### src/rtl/board_input_conditioner_if.sv
// Pin-side bundle for board_input_conditioner: raw board pins in, conditioned
// levels and edge pulses out.
interface board_input_conditioner_if #(
  parameter int NUM_CH = 4
);
  logic [NUM_CH-1:0] raw_i;
  logic [NUM_CH-1:0] level_o;
  logic [NUM_CH-1:0] rise_o;
  logic [NUM_CH-1:0] fall_o;
  logic              any_edge_o;

  modport master (
    output raw_i,
    input  level_o, rise_o, fall_o, any_edge_o
  );

  modport slave (
    input  raw_i,
    output level_o, rise_o, fall_o, any_edge_o
  );
endinterface

### src/rtl/board_input_conditioner.sv
// Per-channel synchroniser, polarity normalisation and prescaled debounce for
// board buttons/switches, producing clean levels plus one-cycle edge pulses.
module board_input_conditioner #(
  parameter int                NUM_CH         = 4,
  parameter int                SYNC_STAGES    = 2,
  parameter int                PRESCALE       = 100,
  parameter int                DEBOUNCE_TICKS = 1000,
  parameter logic [NUM_CH-1:0] INVERT         = {NUM_CH{1'b0}},
  parameter logic [NUM_CH-1:0] RESET_VALUE    = {NUM_CH{1'b0}}
) (
  input  logic                      ref_clk,
  input  logic                      pad_reset,
  board_input_conditioner_if.slave  bus
);

  localparam int PRE_W = (PRESCALE > 1) ? $clog2(PRESCALE) : 1;
  localparam int CNT_W = $clog2(DEBOUNCE_TICKS + 1);
  localparam logic [PRE_W-1:0] PRE_LAST = PRE_W'(PRESCALE - 1);
  localparam logic [CNT_W-1:0] CNT_LAST = CNT_W'(DEBOUNCE_TICKS - 1);

  typedef enum logic {STABLE, COUNTING} state_e;

  logic [NUM_CH-1:0] sync_ff [SYNC_STAGES];
  logic [NUM_CH-1:0] sync_q;
  logic [PRE_W-1:0]  pre_q;
  logic              tick;

  state_e            state_q [NUM_CH];
  state_e            state_d [NUM_CH];
  logic [CNT_W-1:0]  cnt_q   [NUM_CH];
  logic [CNT_W-1:0]  cnt_d   [NUM_CH];
  logic [NUM_CH-1:0] mismatch;
  logic [NUM_CH-1:0] accept;
  logic [NUM_CH-1:0] level_q, level_d;
  logic [NUM_CH-1:0] rise_q, rise_d;
  logic [NUM_CH-1:0] fall_q, fall_d;
  logic              any_q, any_d;

  // NOTE: the synchroniser chain is reset (to the pre-inversion image of
  // RESET_VALUE) so no spurious mismatch appears right after reset.
  always_ff @(posedge ref_clk) begin
    if (pad_reset) begin
      for (int s = 0; s < SYNC_STAGES; s++) sync_ff[s] <= RESET_VALUE ^ INVERT;
    end else begin
      sync_ff[0] <= bus.raw_i;
      for (int s = 1; s < SYNC_STAGES; s++) sync_ff[s] <= sync_ff[s-1];
    end
  end

  assign sync_q = sync_ff[SYNC_STAGES-1] ^ INVERT;

  // Free-running prescaler; with PRESCALE=1 the compare is always true.
  always_ff @(posedge ref_clk) begin
    if (pad_reset)          pre_q <= '0;
    else if (pre_q == PRE_LAST) pre_q <= '0;
    else                    pre_q <= pre_q + PRE_W'(1);
  end

  assign tick     = (pre_q == PRE_LAST);
  assign mismatch = sync_q ^ level_q;

  // NOTE: all sequential state uses non-blocking assignments so every flop
  // samples pre-edge values regardless of statement order.
  always_ff @(posedge ref_clk) begin
    if (pad_reset) begin
      for (int ch = 0; ch < NUM_CH; ch++) begin
        state_q[ch] <= STABLE;
        cnt_q[ch]   <= '0;
      end
      level_q <= RESET_VALUE;
      rise_q  <= '0;
      fall_q  <= '0;
      any_q   <= 1'b0;
    end else begin
      for (int ch = 0; ch < NUM_CH; ch++) begin
        state_q[ch] <= state_d[ch];
        cnt_q[ch]   <= cnt_d[ch];
      end
      level_q <= level_d;
      rise_q  <= rise_d;
      fall_q  <= fall_d;
      any_q   <= any_d;
    end
  end

  // NOTE: every output of this block gets a default first, so no path can
  // leave a signal unassigned and infer a latch.
  always_comb begin
    accept = '0;
    for (int ch = 0; ch < NUM_CH; ch++) begin
      state_d[ch] = state_q[ch];
      cnt_d[ch]   = cnt_q[ch];
      unique case (state_q[ch])
        STABLE: begin
          // cnt is 0 here, so the final-tick test only fires when DEBOUNCE_TICKS=1
          if (mismatch[ch]) begin
            if (tick && cnt_q[ch] == CNT_LAST) begin
              accept[ch] = 1'b1;
            end else begin
              state_d[ch] = COUNTING;
              if (tick) cnt_d[ch] = cnt_q[ch] + CNT_W'(1);
            end
          end
        end
        COUNTING: begin
          if (!mismatch[ch]) begin
            state_d[ch] = STABLE;
            cnt_d[ch]   = '0;
          end else if (tick) begin
            if (cnt_q[ch] == CNT_LAST) begin
              accept[ch]  = 1'b1;
              state_d[ch] = STABLE;
              cnt_d[ch]   = '0;
            end else begin
              cnt_d[ch] = cnt_q[ch] + CNT_W'(1);
            end
          end
        end
      endcase
    end
  end

  always_comb begin
    level_d = level_q ^ accept;
    rise_d  = accept & sync_q;
    fall_d  = accept & ~sync_q;
    any_d   = |accept;
  end

  assign bus.level_o    = level_q;
  assign bus.rise_o     = rise_q;
  assign bus.fall_o     = fall_q;
  assign bus.any_edge_o = any_q;

endmodule
### src/flat_wrapper.sv
// flat-port wrapper written by rule: the top's interface ports become plain ports
module board_input_conditioner_flat 
#(
  parameter int                NUM_CH         = 4,
  parameter int                SYNC_STAGES    = 2,
  parameter int                PRESCALE       = 100,
  parameter int                DEBOUNCE_TICKS = 1000,
  parameter logic [NUM_CH-1:0] INVERT         = {NUM_CH{1'b0}},
  parameter logic [NUM_CH-1:0] RESET_VALUE    = {NUM_CH{1'b0}}
)
  (ref_clk, pad_reset, bus_raw_i, bus_level_o, bus_rise_o, bus_fall_o, bus_any_edge_o);
  board_input_conditioner_if #(.NUM_CH(NUM_CH)) bus_i ();
  input  logic ref_clk;
  input  logic pad_reset;
  input wire logic [$bits(bus_i.raw_i)-1:0] bus_raw_i;
  output wire logic [$bits(bus_i.level_o)-1:0] bus_level_o;
  output wire logic [$bits(bus_i.rise_o)-1:0] bus_rise_o;
  output wire logic [$bits(bus_i.fall_o)-1:0] bus_fall_o;
  output wire logic [$bits(bus_i.any_edge_o)-1:0] bus_any_edge_o;
  assign bus_i.raw_i = bus_raw_i;
  assign bus_level_o = bus_i.level_o;
  assign bus_rise_o = bus_i.rise_o;
  assign bus_fall_o = bus_i.fall_o;
  assign bus_any_edge_o = bus_i.any_edge_o;
  board_input_conditioner #(.NUM_CH(NUM_CH), .SYNC_STAGES(SYNC_STAGES), .PRESCALE(PRESCALE), .DEBOUNCE_TICKS(DEBOUNCE_TICKS), .INVERT(INVERT), .RESET_VALUE(RESET_VALUE)) u_core (.ref_clk(ref_clk), .pad_reset(pad_reset), .bus(bus_i));
endmodule
### config.mk
export PLATFORM = sky130hd
export DESIGN_NAME = board_input_conditioner_flat
export DESIGN_NICKNAME = d
export VERILOG_FILES = /design/src/rtl/board_input_conditioner_if.sv /design/src/rtl/board_input_conditioner.sv /design/src/flat_wrapper.sv
export SDC_FILE = /design/constraint.sdc
export NUM_CORES = 1
export LEC_CHECK = 0
export CAP_MARGIN = 10
export CORE_MARGIN = 2
export CORE_UTILIZATION = 63
export DETAILED_ROUTE_END_ITERATION = 8
export PLACE_DENSITY = 0.84
export SLEW_MARGIN = 20
export SYNTH_ARGS = -nofsm -noshare
export SYNTH_HDL_FRONTEND = slang
export SYNTH_SLANG_ARGS = --single-unit
### constraint.sdc
create_clock -name ref_clk -period 3.07 [get_ports ref_clk]
set_input_delay 0.614 -clock ref_clk [delete_from_list [all_inputs] [get_ports ref_clk]]
set_output_delay 0.614 -clock ref_clk [all_outputs]
set_load 0.005 [all_outputs]
==> impl_metrics.tcl <==
set metrics [dict create \
    cts_setup_buffers 0 \
    synth.distinct_cells 40 \
    routed.top_layer "met4" \
    critPathRequiredTime_ns 3.33 \
    final_max_slew_viol_count 0 \
    powerDensity_nw_per_um2 489 \
    cts_root_buffer "clkbuf_8" \
    io_pins 19 \
    cts_buffers 9 \
    via_per_inst 5.92 \
    core_um2 4790 \
    grt_pass1_vias 2264 \
    syn2layout_area_growth_pct 13.8 \
    tightest_slew_ns 0.725 \
    drcViolationCount 0 \
    ir_worst_vdd_mv 0.467 \
    ys_warn_count 0 \
    wl_met1_mm 2.91 \
    die_area_um2 5610 \
    slew_headroom_pct 51.7 \
    pre_cts_ws_ns 0.804 \
    finalCritPeriodShare_pct 75.5 \
    critPathMaxFanout 12 \
    crit_arrival_ns 2.58 \
    post_cts_resized 0 \
    clkTransAtPathRegs_ns 0.07 \
    path_class "flip-flop to flip-flop" \
    synth_top_area_share_pct 45.5 \
    fp-row-count 25 \
    place_congestion 0.928 \
    fin_util_pct 75.3 \
    synthCells 350 \
    power_switching_uw 375 \
    die_h_um 74.9 \
    insertion_delay_ns 0.33 \
    clock_path_buffers 2 \
    yosysTopAreaCell "dfxtp_1" \
    total_power_mw 1.76 \
    clock.fmax_ghz 0.432 \
    hold_viol_final 0 \
    post_drt_wl_per_cell_um 13.6 \
    maxCapViolations 0 \
    yosysSeqAreaShare_pct 45.5 \
    cellInternalPower_mw 1.39 \
    skew_ns 0.00553 \
    fin_ws_ns 0.753 \
    period_needed_ns 2.32 \
    hp-class "flip-flop to flip-flop" \
    rsz0062_at_grt "false" \
    leakage_nw 1.15 \
    power_frac_comb_pct 3.7 \
    die_w_um 74.9 \
    fin_tns_setup_ns 0 \
    swShare_pct 21.3 \
    h-tree-depth 3 \
    fillers 356 \
    via_count 2623 \
    drive_gt1_share_pct 5.85 \
    io_buffers 18 \
    nets 382 \
    gr-total-overflow 0 \
    grt_max_degree 44 \
    dp_hpwl_mm 4.14 \
    synth_edf_count 0 \
    cts_tree "built" \
    drt_iter0_markers 202 \
    finalSetupViolCount 0 \
    status "completed" \
    antenna_found_initial 0 \
    numClockSinks 72 \
    synth_commonest_cells "72 x dfxtp_1, 32 x nor2_1, 25 x xnor2_1" \
    hold_buffers 0 \
    grt.total_usage_pct 22.8 \
    seqPwrFrac_pct 54.1 \
    diodes 0 \
    dr_wl_met3_um 268 \
    p_clk_share_pct 42.1 \
    ant_nets 0 \
    ys_ff_latch 72 \
    initial_core_util_pct 66.1 \
    wl_met2_mm 2.78 \
    synth_area_leaders "dfxtp_1 46%, xnor2_1 6.9%, a21oi_1 3.8%, nor2_1 3.8%, nor4b_1 3.3%" \
    avgSynthCellArea_um2 9.04 \
    async_reset_ff_share_pct 0 \
    fin_cells 443 \
    drt_pass1_iterations 5 \
    grt_pass1_wl_mm 9.81 \
    yosysMostFrequentCell "dfxtp_1" \
    start_kind "flip-flop" \
    netlist_area_um2 3170 \
    yosys_most_used_dff "dfxtp_1" \
    wl_mm 6.05 \
    syn_nets 361 \
    end_kind "flip-flop" \
    dp.cells 427 \
]
[cells in the final DEF, fill, tap and decap left out, types with 3 or more instances in the layout]
master and n:
a211oi_1 5, a21o_1 5, a21oi_1 24, a22oi_1 3, and2_1 6, and3_1 6
clkbuf_8 11, clkdlybuf4s50_1 18, dfxtp_1 72, ha_1 5, inv_1 4, mux2i_1 3
nand2_1 21, nand3_1 17, nand4_1 9, nand4b_1 4, nor2_1 32, nor2b_1 8
nor3_1 15, nor3b_1 3, nor4_1 7, nor4b_1 12, o21ai_0 10, o31ai_1 7
or3_1 11, or4_1 7, xnor2_1 25, xor2_1 6
[metrics by stage]
| step | cell area (um^2) | hold slack (ns) |
|---|---|---|
| after floorplan | 3170 | 0.414 |
| after global placement | 3400 | 0.418 |
| after detailed placement | 3400 | 0.426 |
| after CTS | 3600 | 0.453 |
| after global routing | 3600 | 0.477 |
| final | 3600 | 0.458 |
[sequential cells by signal, summed over array words and instances (netlist names), named ones only]
| signal | count |
|---|---|
| u_core.bus.any_edge_o | 1 |
| u_core.bus.fall_o | 4 |
| u_core.bus.rise_o | 4 |
| u_core.cnt_q | 40 |
| u_core.pre_q | 7 |
| u_core.state_q | 4 |
| u_core.sync_ff | 8 |
[final cells by class]
type	instances	area [um^2]	area share [%]
clock inverter	3	40.0	1.11
multi-input combinational	264	1670	46.3
sequential	72	1440	40.0
inverter	4	15.0	0.417
timing repair buffer	20	195	5.42
clock buffer	13	159	4.41
tap	67	83.8	2.33
[kinds of logic (layout without fill, tap and decap cells)]
group / Yosys count / after routing / synth area share [%]
multiplexers: 3 / 3 / 0.949
buffers and inverters: 14 / 40 / 1.78
AO/OA/AOI/OAI: 61 / 61 / 12.1
flip-flops: 72 / 72 / 45.5
AND/OR/NAND/NOR: 164 / 164 / 29.1
XOR/XNOR: 31 / 31 / 8.58
adder cells (fa/ha/maj): 5 / 5 / 1.98
[worst max-delay path, cell delays in order (launching register included)]
cell	delay [ns]
dfxtp_1	0.35
ha_1	0.26
and4bb_2	0.34
a21oi_1	0.14
or3_1	0.50
or4_1	0.51
a21oi_1	0.14
[path summary, 6_finish.rpt]
path	start	slack [ns]	endpoint	cells past startpoint
setup / recovery	u_core.pre_q[0]	0.75	u_core.cnt_q[0][9]	6
hold / removal	u_core.sync_ff[0][3]	0.46	u_core.sync_ff[0][7]	1
setup reg to reg	u_core.pre_q[0]	0.75	u_core.cnt_q[0][9]	6
hold reg to reg	u_core.sync_ff[0][3]	0.46	u_core.sync_ff[0][7]	1
[metal layers]
metal / up-vias / GRT usage [%]
li1: 1326 / -
met1: 1215 / 30.5
met2: 74 / 35.9
met3: 8 / 4.15
met4: 0 / 10.7
met5: - / 0
[power groups by stage]
stage               combinational, mW  sequential [mW]  clock [mW]
floorplan                      0.0483            0.972           0
global placement               0.0623            0.974           0
detailed placement             0.0651            0.975           0
CTS                            0.0656            0.953       0.757
global route                   0.0733            0.954       0.792
finish                         0.0660            0.953       0.743
Note: power is estimated with default switching activity, not from simulation.
